`src/rtl/mmio_uart_tx.sv`:
```
// mmio_uart_tx -- memory-mapped UART transmitter with TX FIFO on the dmem bus.
// Optional even parity bit: define UART_TX_PARITY_EN.  Rev 1.0
`default_nettype none

module mmio_uart_tx #(
  parameter logic [31:0] BASE_ADDR  = 32'h0000_1000,
  parameter int          FIFO_DEPTH = 8,
  parameter logic [15:0] DIV_RESET  = 16'd4
) (
  input  logic        clk,
  input  logic        reset,
  input  logic [31:0] a,
  input  logic [31:0] wd,
  input  logic        we,
  input  logic [2:0]  mode,
  output logic [31:0] rd,
  output logic        tx
);

  localparam int         AW       = $clog2(FIFO_DEPTH);
  localparam logic [AW:0] FULL_CNT = (AW + 1)'(FIFO_DEPTH);
`ifdef UART_TX_PARITY_EN
  localparam logic       PAR_FLAG = 1'b1;
`else
  localparam logic       PAR_FLAG = 1'b0;
`endif

  typedef enum logic [2:0] {
    IDLE, START, DATA, STOP
`ifdef UART_TX_PARITY_EN
    , PARITY
`endif
  } state_t;

  state_t        state;
  logic [7:0]    fifo_mem [FIFO_DEPTH];
  logic [AW-1:0] wr_ptr, rd_ptr;
  logic [AW:0]   count;
  logic          overflow;
  logic [15:0]   div, reload, bit_cnt;
  logic [7:0]    shreg;
  logic [2:0]    bit_idx;
`ifdef UART_TX_PARITY_EN
  logic          par;
`endif

  logic        hit, wr_txdata, wr_status, wr_div;
  logic        full, empty, pop, push, busy;
  logic [7:0]  head;
  logic [31:0] count_ext, status;
  logic [3:0]  cnt_nib;
  logic        unused_bits;

  assign hit       = (a[31:4] == BASE_ADDR[31:4]);
  assign wr_txdata = we && hit && (a[3:2] == 2'd0);
  assign wr_status = we && hit && (a[3:2] == 2'd1);
  assign wr_div    = we && hit && (a[3:2] == 2'd2);

  assign full  = (count == FULL_CNT);
  assign empty = (count == '0);
  assign head  = fifo_mem[rd_ptr];
  assign busy  = (state != IDLE);
  // The head leaves the FIFO on the edge that enters START.
  assign pop   = !empty && ((state == IDLE) || ((state == STOP) && (bit_cnt == '0)));
  assign push  = wr_txdata && (!full || pop);

  assign count_ext = 32'(count);
  assign cnt_nib   = (count_ext > 32'd15) ? 4'hF : count_ext[3:0];
  assign status    = {23'b0, PAR_FLAG, cnt_nib, overflow, empty, full, busy};

  assign unused_bits = ^{mode, a[1:0], wd[31:16]};

  always_comb begin
    rd = '0;
    if (hit) begin
      case (a[3:2])
        2'd1:    rd = status;
        2'd2:    rd = {16'b0, div};
        default: rd = '0;
      endcase
    end
  end

  always_ff @(posedge clk) begin
    if (push) fifo_mem[wr_ptr] <= wd[7:0];
  end

  always_ff @(posedge clk) begin
    if (reset) begin
      wr_ptr   <= '0;
      rd_ptr   <= '0;
      count    <= '0;
      overflow <= 1'b0;
      div      <= DIV_RESET;
    end else begin
      if (push) wr_ptr <= wr_ptr + 1'b1;
      if (pop)  rd_ptr <= rd_ptr + 1'b1;
      if (push && !pop)      count <= count + 1'b1;
      else if (!push && pop) count <= count - 1'b1;
      if (wr_txdata && full && !pop) overflow <= 1'b1;
      else if (wr_status && wd[3])   overflow <= 1'b0;
      if (wr_div) div <= wd[15:0];
    end
  end

  always_ff @(posedge clk) begin
    if (reset) begin
      state   <= IDLE;
      tx      <= 1'b1;
      shreg   <= '0;
      reload  <= '0;
      bit_cnt <= '0;
      bit_idx <= '0;
`ifdef UART_TX_PARITY_EN
      par     <= 1'b0;
`endif
    end else begin
      case (state)
        IDLE: begin
          tx <= 1'b1;
          if (!empty) begin
            state   <= START;
            tx      <= 1'b0;
            shreg   <= head;
            reload  <= div;
            bit_cnt <= div;
`ifdef UART_TX_PARITY_EN
            par     <= ^head;
`endif
          end
        end
        START: begin
          if (bit_cnt == '0) begin
            state   <= DATA;
            tx      <= shreg[0];
            bit_cnt <= reload;
            bit_idx <= '0;
          end else begin
            bit_cnt <= bit_cnt - 1'b1;
          end
        end
        DATA: begin
          if (bit_cnt == '0) begin
            bit_cnt <= reload;
            if (bit_idx == 3'd7) begin
`ifdef UART_TX_PARITY_EN
              state <= PARITY;
              tx    <= par;
`else
              state <= STOP;
              tx    <= 1'b1;
`endif
            end else begin
              bit_idx <= bit_idx + 1'b1;
              shreg   <= {1'b0, shreg[7:1]};
              tx      <= shreg[1];
            end
          end else begin
            bit_cnt <= bit_cnt - 1'b1;
          end
        end
`ifdef UART_TX_PARITY_EN
        PARITY: begin
          if (bit_cnt == '0) begin
            state   <= STOP;
            tx      <= 1'b1;
            bit_cnt <= reload;
          end else begin
            bit_cnt <= bit_cnt - 1'b1;
          end
        end
`endif
        STOP: begin
          if (bit_cnt == '0) begin
            // Chain straight into the next frame when data is waiting.
            if (!empty) begin
              state   <= START;
              tx      <= 1'b0;
              shreg   <= head;
              reload  <= div;
              bit_cnt <= div;
`ifdef UART_TX_PARITY_EN
              par     <= ^head;
`endif
            end else begin
              state <= IDLE;
              tx    <= 1'b1;
            end
          end else begin
            bit_cnt <= bit_cnt - 1'b1;
          end
        end
        default: begin
          state <= IDLE;
          tx    <= 1'b1;
        end
      endcase
    end
  end

endmodule

`default_nettype wire

```
`config.mk`:
```
export PLATFORM = sky130hd
export DESIGN_NAME = mmio_uart_tx
export DESIGN_NICKNAME = d
export VERILOG_FILES = /design/src/rtl/mmio_uart_tx.sv
export SDC_FILE = /design/constraint.sdc
export NUM_CORES = 1
export LEC_CHECK = 0
export ABC_AREA = 1
export BUFFER_PORTS_ARGS = -buffer_cell sky130_fd_sc_hd__buf_2
export CAP_MARGIN = 20
export CORE_AREA = 2 2 149 151
export CTS_CLUSTER_SIZE = 14
export DETAILED_ROUTE_END_ITERATION = 12
export DIE_AREA = 0 0 151 153
export PLACE_DENSITY = 0.58
export SYNTH_ARGS = -nofsm -noshare
export SYNTH_HDL_FRONTEND = slang
export SYNTH_SLANG_ARGS = --single-unit
```
`constraint.sdc`:
```
create_clock -name clk -period 3.5 [get_ports clk]
set_input_delay 0.7 -clock clk [delete_from_list [all_inputs] [get_ports clk]]
set_output_delay 0.7 -clock clk [all_outputs]
set_load 0.01 [all_outputs]
```
==> results of run 1 <==
## layout make-up
| type | instances | area share |
|---|---|---|
| flip-flops and latches | 140 | 0.403 |
| multi-input cells | 685 | 0.391 |
| well taps | 280 | 0.0410 |
| clock inverters | 13 | 0.0249 |
| clock buffers | 19 | 0.0506 |
| repair buffers | 76 | 0.0477 |
| inverters | 95 | 0.0426 |
## layer usage
| metal | global-route usage | up-vias |
|---|---|---|
| li1 | - | 3198 |
| met1 | 0.225 | 2880 |
| met2 | 0.265 | 168 |
| met3 | 0.0313 | 15 |
| met4 | 0.0525 | 0 |
| met5 | 0 | - |
## worst max-delay path, delay by kind of cell (launching register included)
family	cells	cell delay, ps
AND/OR/NAND/NOR	8	730
adder cells (fa/ha/maj)	3	740
flip-flops	1	340
buffers and inverters	3	350
AO/OA/AOI/OAI	4	640
## stage by stage
step	power [W]	hold slack [ps]	util	instances	instance area [um^2]
final	0.00803	462	0.398	1308	8550
after global routing	0.00871	479	0.398	1308	8550
after CTS	0.00807	461	0.398	1308	8550
after detailed placement	0.00605	451	0.368	1276	7910
after global placement	0.00602	448	0.368	1276	7910
after floorplan	0.00527	433	-	974	7460
## registers in the layout, indices dropped and copies added, names as in the netlist, named ones only
register / flops
bit_idx: 3
bit_cnt: 16
div: 16
rd_ptr: 3
reload: 16
count: 4
shreg: 8
overflow: 1
state: 2
fifo_mem: 64
tx: 1
wr_ptr: 3
## cells in the mapped netlist (3+ instances only)
| cell type | count | area, um^2 |
|---|---|---|
| inv_1 | 89 | 334 |
| dfxtp_1 | 76 | 1520 |
| clkbuf_1 | 25 | 93.8 |
| edfxtp_1 | 64 | 1920 |
| nand4_1 | 7 | 43.8 |
| a21oi_1 | 76 | 380 |
| xor2_1 | 10 | 87.6 |
| or2_2 | 19 | 119 |
| nand2_1 | 228 | 856 |
| nor2_1 | 122 | 458 |
| buf_2 | 4 | 20.0 |
| nand3_1 | 54 | 270 |
| nand2_4 | 4 | 45.0 |
| o21ai_0 | 91 | 455 |
| ha_1 | 17 | 213 |
| nor2_2 | 7 | 43.8 |
| buf_4 | 17 | 128 |
| buf_6 | 3 | 33.8 |
| buf_1 | 4 | 15.0 |
| o211ai_1 | 3 | 22.5 |
| o21ai_1 | 7 | 35.0 |
## worst max path at each step
stage / cells past startpoint / startpoint / slack [ps] / endpoint
4_1_cts: 18 / bit_cnt[0] / 550 / count[3]
5_1_grt: 18 / bit_cnt[0] / 210 / count[3]
2_1_floorplan: 20 / a[28] / 720 / count[3]
6_report: 18 / bit_cnt[0] / 580 / count[3]
3_3_place_gp: 21 / a[28] / 300 / count[3]
3_5_place_dp: 21 / a[25] / 280 / count[3]
## kinds of logic after synthesis
group	Yosys count	synth area share
AND/OR/NAND/NOR	454	0.266
AO/OA/AOI/OAI	186	0.133
buffers and inverters	149	0.0905
flip-flops	140	0.465
adder cells (fa/ha/maj)	18	0.0315
XOR/XNOR	11	0.0130
other	1	0.000507
## power by group through the flow
stage	clock network [W]	registers [W]	logic [W]
global route	0.00209	0.00218	0.00444
finish	0.00199	0.00215	0.00390
detailed placement	0	0.00218	0.00387
floorplan	0	0.00213	0.00314
global placement	0	0.00218	0.00384
CTS	0.00202	0.00215	0.00390
==> flow_metrics.py, run 1 <==
metrics = {
    "global_routing": {
        "grt_remaining_overflow": 0,
        "grt_max_degree": 46,
        "grt_use_total": 0.165,
        "antenna_found_initial": 0,
        "grt_pass1_wl_um": 30200,
        "grt_pass1_vias": 6002,
    },
    "sta": {
        "setup_ws_ps": 581,
        "fin_crit_sh": 0.834,
        "setup_viol": 0,
        "max-slew-margin-rel": 0.532,
        "tightest_slew_ps": 702,
        "fin_skew_ps": 7.72,
        "rsz0062_at_grt": "no",
        "finalMaxSlewViolations": 0,
        "fmax_mhz": 343,
        "hold_violations": 0,
        "fin_crit_ps": 2920,
        "setup_tns_ps": 0,
    },
    "pwr": {
        "p_seq_frac": 0.268,
        "combPwrFrac": 0.485,
        "cellLeakagePower_nw": 3.58,
        "switchingPower_w": 0.00359,
        "powerDensity_mw_per_mm2": 939,
        "p_int_w": 0.00445,
        "vdd.ir_drop.worst_uv": 455,
        "switching_share": 0.447,
        "p_clk_frac": 0.248,
    },
    "synth": {
        "yosysSeqAreaShare": 0.465,
        "synth_flop_cell": "dfxtp_1",
        "async_flop_share": 0,
        "synthCells": 959,
        "syn_avg_cell_area_um2": 7.72,
        "ys_seq_elements": 140,
        "ys_types": 45,
        "yosys_warnings": 0,
        "synth_edf_count": 64,
        "syn_area_mm2": 0.00740,
    },
    "drt": {
        "met3_length_um": 794,
        "post_drt_wl_per_cell_um": 13.9,
        "wl_met1_um": 8740,
        "first_pass_iters": 4,
        "drc": 0,
        "routed-via-count": 6261,
        "routed.top_layer": "met4",
        "drtIter0Drc": 429,
        "viasPerCell": 4.79,
        "met2_length_um": 8430,
        "postRouteAntennaNets": 0,
        "drt-total-wl_um": 18200,
    },
    "floorplan": {
        "num_io_pins": 103,
        "initial_utilization": 0.344,
        "row_count": 54,
        "dieArea_mm2": 0.0231,
        "core_region_area_mm2": 0.0215,
        "die_w_um": 151,
        "die_h_um": 153,
    },
    "layout": {
        "area_growth_pct": 15.6,
        "nets": 1103,
        "regArea_mm2": 0.00344,
        "antenna_cells": 0,
        "drive_above_1_share": 0.150,
        "multi_input_area_mm2": 0.00334,
        "final_common_cell": "nand2_1",
        "layout_common_cells": "nand2_1 (228), nor2_1 (122), o21ai_0 (91)",
        "fill_cells": 2255,
    },
    "setup_path": {
        "worstPathArrival_ps": 3230,
        "critPathSlowestCell": "dfxtp_1",
        "reg2reg_from": "bit_cnt[0]",
        "start_kind": "flop",
        "end_kind": "flop",
        "cp_max_fo": 7,
        "r2r_end": "count[3]",
        "slowest_delay_ps": 340,
        "crit_required_ps": 3810,
        "r2r_cells": 18,
        "worst-r2r-setup-slack_ps": 580,
        "cp_cell_sequence": "inv_1 -> ha_1 -> nand2_4 -> nor2_8 -> nand3_2 -> a21oi_2 -> inv_1 -> ha_1 -> inv_1 -> ha_1 -> nand2_1 -> nand2_1 -> a21oi_1 -> nor2_1 -> nor2_1 -> nand2_1 -> o21ai_0 -> a21oi_1",
        "crit_type": "reg2reg",
    },
    "placement": {
        "pre_cts_ws_ps": 283,
        "dp_hpwl_um": 12600,
        "place_congestion": 0.850,
        "io_buffers": 65,
    },
    "cts": {
        "cts_made_buffers": 17,
        "clk_path_buf_depth": 2,
        "cts_resized": 0,
        "cts-root-buf": "clkbuf_16",
        "clk_latency_ps": 420,
        "ctsHoldBuffers": 0,
        "cts_sinks": 140,
        "clk_pin_slew_ps": 60,
        "h-tree-depth": 4,
        "cts_setup_buffers": 0,
        "tritoncts": "yes",
    },
    "worst_hold_path": {
        "worstHoldStart": "shreg[4]",
        "whs_path_depth": 2,
        "hold_end": "shreg[4]",
        "hold_class": "reg2reg",
    },
    "run_status": {
        "status": "finished clean",
    },
    "flow_run": {
        "cap_violations": 0,
    },
}
No activity file was read; power rests on OpenSTA's default activity.
==> run 2, diff against run 1 <==
PLACE_DENSITY = 0.6   (was 0.58)
clock period = 2.65 ns   (was 3.5 ns; I/O delays follow)
==> run 2 against run 1 <==
First-iteration DRC count decreased by 3.5%. Clock-buffer cell count decreased by 1. Cell count increased by 2.6%. Clock skew increased by 1.0 ps.
==> flow_metrics.py, run 2 (same netlist as run 1, synthesis figures left out) <==
metrics = {
    "drt": {
        "routed-via-count": 6401,
        "drc": 0,
        "drt-total-wl_um": 18900,
        "first_pass_iters": 5,
        "post_drt_wl_per_cell_um": 14.1,
        "viasPerCell": 4.77,
        "postRouteAntennaNets": 0,
        "drtIter0Drc": 414,
    },
    "sta": {
        "hold_violations": 0,
        "rsz0062_at_grt": "yes",
        "setup_viol": 0,
        "fmax_mhz": 405,
        "timing.hold.ws_ps": 345,
        "fin_skew_ps": 8.71,
        "max-slew-margin-rel": 0.529,
        "fin_crit_ps": 2470,
        "tightest_slew_ps": 706,
        "finalMaxSlewViolations": 0,
        "fin_crit_sh": 0.932,
    },
    "global_routing": {
        "grt_pass1_vias": 6340,
        "grt_max_degree": 35,
        "antenna_found_initial": 0,
        "met3_usage": 0.0307,
        "use_met2": 0.281,
        "grt_pass1_wl_um": 31300,
        "grtUsageMet1": 0.227,
        "grt_use_total": 0.170,
        "grt.busiest_layer": "met2",
        "grt_remaining_overflow": 0,
    },
    "pwr": {
        "cellLeakagePower_nw": 3.72,
        "vdd.ir_drop.worst_uv": 630,
        "powerDensity_mw_per_mm2": 1220,
        "finalPower_w": 0.0107,
    },
    "cts": {
        "ctsHoldBuffers": 0,
        "cts-root-buf": "clkbuf_16",
        "clk_pin_slew_ps": 60,
        "cts_setup_buffers": 0,
        "clk_latency_ps": 430,
        "h-tree-depth": 4,
        "clk_path_buf_depth": 2,
        "cts_sinks": 140,
        "cts_made_buffers": 17,
        "tritoncts": "yes",
    },
    "placement": {
        "io_buffers": 65,
        "place_congestion": 0.850,
        "dp_hpwl_um": 13100,
        "placed_area_mm2": 0.00818,
    },
    "setup_path": {
        "slowest_delay_ps": 240,
        "path_common_cell": "inv_1",
        "reg2reg_from": "bit_cnt[0]",
        "crit_required_ps": 2120,
        "cp_max_fo": 9,
        "cp_cell_sequence": "buf_2 -> inv_1 -> nand2_1 -> nor2_1 -> inv_1 -> nor2_1 -> nand2_2 -> buf_4 -> inv_1 -> nand2_2 -> a21oi_1 -> buf_2",
        "crit_type": "in2out",
        "worst-r2r-setup-slack_ps": 230,
        "critPathSlowestCell": "a21oi_1",
        "start_kind": "input port",
        "r2r_end": "count[3]",
        "r2r_cells": 19,
        "end_kind": "output port",
        "worstPathArrival_ps": 1940,
    },
    "flow_run": {
        "cap_violations": 0,
    },
    "layout": {
        "nets": 1137,
        "antenna_cells": 0,
        "layout_common_cells": "nand2_1 (226), nor2_1 (118), o21ai_0 (90)",
        "drive_above_1_share": 0.195,
        "area_growth_pct": 18.9,
        "post-route-cell-area_mm2": 0.00880,
        "top_register": "fifo_mem",
        "largest_reg_flops": 64,
        "post-route-util": 0.410,
        "final_common_cell": "nand2_1",
    },
    "floorplan": {
        "initial_utilization": 0.344,
        "num_io_pins": 103,
        "dieArea_mm2": 0.0231,
        "core_region_area_mm2": 0.0215,
        "die_h_um": 153,
        "row_count": 54,
        "die_w_um": 151,
    },
    "worst_hold_path": {
        "hold_end": "div[13]",
        "hold_class": "in2reg",
        "worstHoldStart": "wd[13]",
        "whs_path_depth": 3,
    },
    "run_status": {
        "status": "finished clean",
    },
}
==> run 2: layer usage <==
metal  wire length [um]  share of wire
met1               8990           0.48
met2               8930           0.47
met3                778          0.041
met4                195          0.010
met5                  0              0
==> run 2: repair_timing <==
item                                   4_1_cts  5_1_grt
setup endpoints to repair                    0        7
gates resized for setup                      0       21
endpoints found under the hold margin        0        0
==> run 2: area by class of cell <==
type                       instances  area, um^2
clock buffer                      18         429
sequential                       140        3450
clock inverter                    14         134
fill                            2232       12700
inverter                          95         364
tap                              280         350
timing repair buffer             110         676
multi-input combinational        685        3400
==> run 2: worst max path at each step <==
stage,start,end,cells past startpoint
after floorplan,a[28],count[3],20
after global routing,bit_cnt[15],count[3],18
final,a[28],rd[1],12
after detailed placement,a[28],count[3],21
after CTS,bit_cnt[0],count[3],19
after global placement,a[28],count[3],21
==> run 2: where the power goes <==
part / switching (W) / total (W) / internal (W)
logic: 0.00369 / 0.00557 / 0.00189
clock network: 0.000997 / 0.00231 / 0.00131
registers: 0.000255 / 0.00284 / 0.00259
total: 0.00494 / 0.0107 / 0.00578
==> run 2: per-stage QoR <==
step / std cells / setup TNS (ps) / setup WS, ps
final: 1342 / 0 / 180
after CTS: 1342 / 0 / 58.1
after global routing: 1342 / -41.6 / -41.6
after detailed placement: 1310 / -74.8 / -74.8
after global placement: 1310 / -33.8 / -33.8
after floorplan: 974 / 0 / 42.1
==> run 2: critical path, delay by kind of cell <==
family / cells / cell delay [ps]
compound gates: 1 / 240
simple gates: 5 / 560
buf+inv: 6 / 610
==> run 3, diff against run 2 <==
BUFFER_PORTS_ARGS = -buffer_cell sky130_fd_sc_hd__buf_4   (was -buffer_cell sky130_fd_sc_hd__buf_2)
PLACE_DENSITY = 0.64   (was 0.6)
clock period = 2 ns   (was 2.65 ns; I/O delays follow)
==> run 3 against run 2 <==
The run now ends with setup timing left. Cell count rose by 4.2%. First-iteration DRC count up 3.6%. Worst setup slack got worse by 390 ps. Sequential power increased by 30%. Via count rose by 5.3%. Global-route usage increased by 0.20 points. Critical endpoint is now count[2]. Largest power group unchanged.
==> flow_metrics.py, run 3 (same netlist as run 1, synthesis figures left out) <==
metrics = {
    "setup_path": {
        "crit_type": "reg2reg",
        "cp_cell_sequence": "inv_2 -> ha_4 -> nand2_4 -> nor2_8 -> nand3_4 -> nand3_4 -> nand3_4 -> inv_4 -> ha_4 -> inv_4 -> buf_4 -> fa_2 -> xor2_1 -> o21ai_1 -> inv_1",
        "slowest_delay_ps": 330,
        "cp_max_fo": 3,
        "end_kind": "flop",
        "crit_family": "adder cells",
        "cp_num_buf_inv": 5,
        "worstPathArrival_ps": 2520,
        "path_common_cell": "nand3_4",
        "start_kind": "flop",
        "critPathSlowestCell": "fa_2",
        "crit_required_ps": 2320,
    },
    "floorplan": {
        "dieArea_mm2": 0.0231,
        "row_count": 54,
        "initial_utilization": 0.344,
        "core_region_area_mm2": 0.0215,
        "num_io_pins": 103,
        "die_w_um": 151,
        "die_h_um": 153,
    },
    "global_routing": {
        "grt_use_total": 0.172,
        "grt_remaining_overflow": 0,
        "grt_pass1_wl_um": 31500,
        "grt_pass1_vias": 6288,
        "grt_max_degree": 45,
        "antenna_found_initial": 0,
    },
    "sta": {
        "fin_skew_ps": 8.59,
        "rsz0062_at_grt": "yes",
        "fmax_mhz": 453,
        "tightest_slew_ps": 587,
        "fin_crit_ps": 2210,
        "hold_violations": 0,
        "fin_crit_sh": 1.10,
        "setup_ws_ps": -209,
        "max-slew-margin-rel": 0.608,
        "setup_viol": 6,
        "finalMaxSlewViolations": 0,
    },
    "placement": {
        "pre_cts_ws_ps": -456,
        "place_inst": 1349,
        "dp_hpwl_um": 13400,
        "place_congestion": 0.846,
        "io_buffers": 65,
    },
    "pwr": {
        "powerDensity_mw_per_mm2": 1580,
        "p_clk_frac": 0.186,
        "switching_share": 0.448,
        "vdd.ir_drop.worst_uv": 791,
        "p_int_w": 0.00859,
        "p_seq_frac": 0.238,
        "finalPower_w": 0.0156,
        "switchingPower_w": 0.00697,
        "cellLeakagePower_nw": 4.08,
        "combPwrFrac": 0.576,
    },
    "cts": {
        "cts_sinks": 140,
        "clk_latency_ps": 420,
        "clk_path_buf_depth": 2,
        "ctsHoldBuffers": 0,
        "cts-root-buf": "clkbuf_16",
        "tritoncts": "yes",
        "cts_made_buffers": 17,
        "h-tree-depth": 4,
        "clk_pin_slew_ps": 60,
    },
    "layout": {
        "nets": 1193,
        "largest_reg_flops": 64,
        "area_growth_pct": 32.8,
        "final_common_cell": "nand2_1",
        "antenna_cells": 0,
        "layout_common_cells": "nand2_1 (212), buf_4 (135), nor2_1 (108)",
        "drive_above_1_share": 0.291,
        "instances_no_fill": 1398,
        "top_register": "fifo_mem",
        "post-route-util": 0.457,
    },
    "drt": {
        "postRouteAntennaNets": 0,
        "viasPerCell": 4.82,
        "drc": 0,
        "drtIter0Drc": 429,
        "first_pass_iters": 8,
        "routed-via-count": 6739,
        "drt-total-wl_um": 19600,
        "post_drt_wl_per_cell_um": 14.1,
    },
    "run_status": {
        "violations": "setup timing",
        "status": "complete, but fails checks",
    },
    "worst_hold_path": {
        "hold_class": "in2reg",
    },
    "flow_run": {
        "cap_violations": 0,
    },
}
[run 3: cell types whose count changed in the layout (fill, tap and decap cells not counted), sizes merged]
cell | previous run | this run
clkinv | 5 | 8
inv | 99 | 97
buf | 110 | 166
clkbuf | 18 | 21
clkinvlp | 4 | 1
bufinv | 1 | 0
[run 3: power by group through the flow]
stage	Sequential, W	Clock (W)	Combinational [W]
after global routing	0.00375	0.00306	0.00994
after CTS	0.00368	0.00293	0.00857
after global placement	0.00371	0	0.00817
after floorplan	0.00373	0	0.00565
after detailed placement	0.00371	0	0.00828
final	0.00370	0.00289	0.00897
[run 3: worst reg2reg max path, cell delays in order (launching register included)]
cell and delay, ps:
dfxtp_2 320, inv_2 70, ha_4 160, nand2_4 70
nor2_8 100, nand3_4 110, nand3_4 100, nand3_4 90
inv_4 80, ha_4 140, inv_4 50, buf_4 130
fa_2 330, xor2_1 140, o21ai_1 150, inv_1 60
[run 3: path summary, 6_finish.rpt]
kind	start	to	slack (ps)	cells past startpoint
setup / recovery	bit_cnt[0]	count[2]	-210	15
hold / removal	wd[0]	fifo_mem[2][0]	230	1
setup reg to reg	bit_cnt[0]	count[2]	-210	15
hold reg to reg	rd_ptr[2]	flop	450	2
[run 3: what timing repair did]
item | 4_1_cts | 5_1_grt
resized for setup | 43 | 58
setup buffers | 9 | 10
setup endpoints to repair | 75 | 81
hold endpoints to repair | 0 | 0
pin swaps | 31 | 26
[run 3: final cells by class]
cell class | count | area, um^2
multi-input cells | 685 | 3650
inverters | 95 | 415
repair buffers | 166 | 1420
well taps | 280 | 350
fillers | 2067 | 11700
clock buffers | 21 | 450
flip-flops and latches | 140 | 3450
clock inverters | 11 | 86.3
[run 3: per-stage QoR]
step / hold slack [ps] / TNS [ps] / instance area, um^2
global placement: 448 / -12640 / 8830
finish: 230 / -725 / 9820
global route: 213 / -2820 / 9820
floorplan: 433 / -684 / 7580
detailed placement: 450 / -12870 / 8830
CTS: 216 / -698 / 9580
[run 3: layer usage]
layer,GRT usage,routed length [um],vias to the layer above
met5,0,0,-
met4,0.0463,225,0
met3,0.0328,1040,22
met2,0.277,9260,207
met1,0.236,9110,3129
li1,-,-,3381
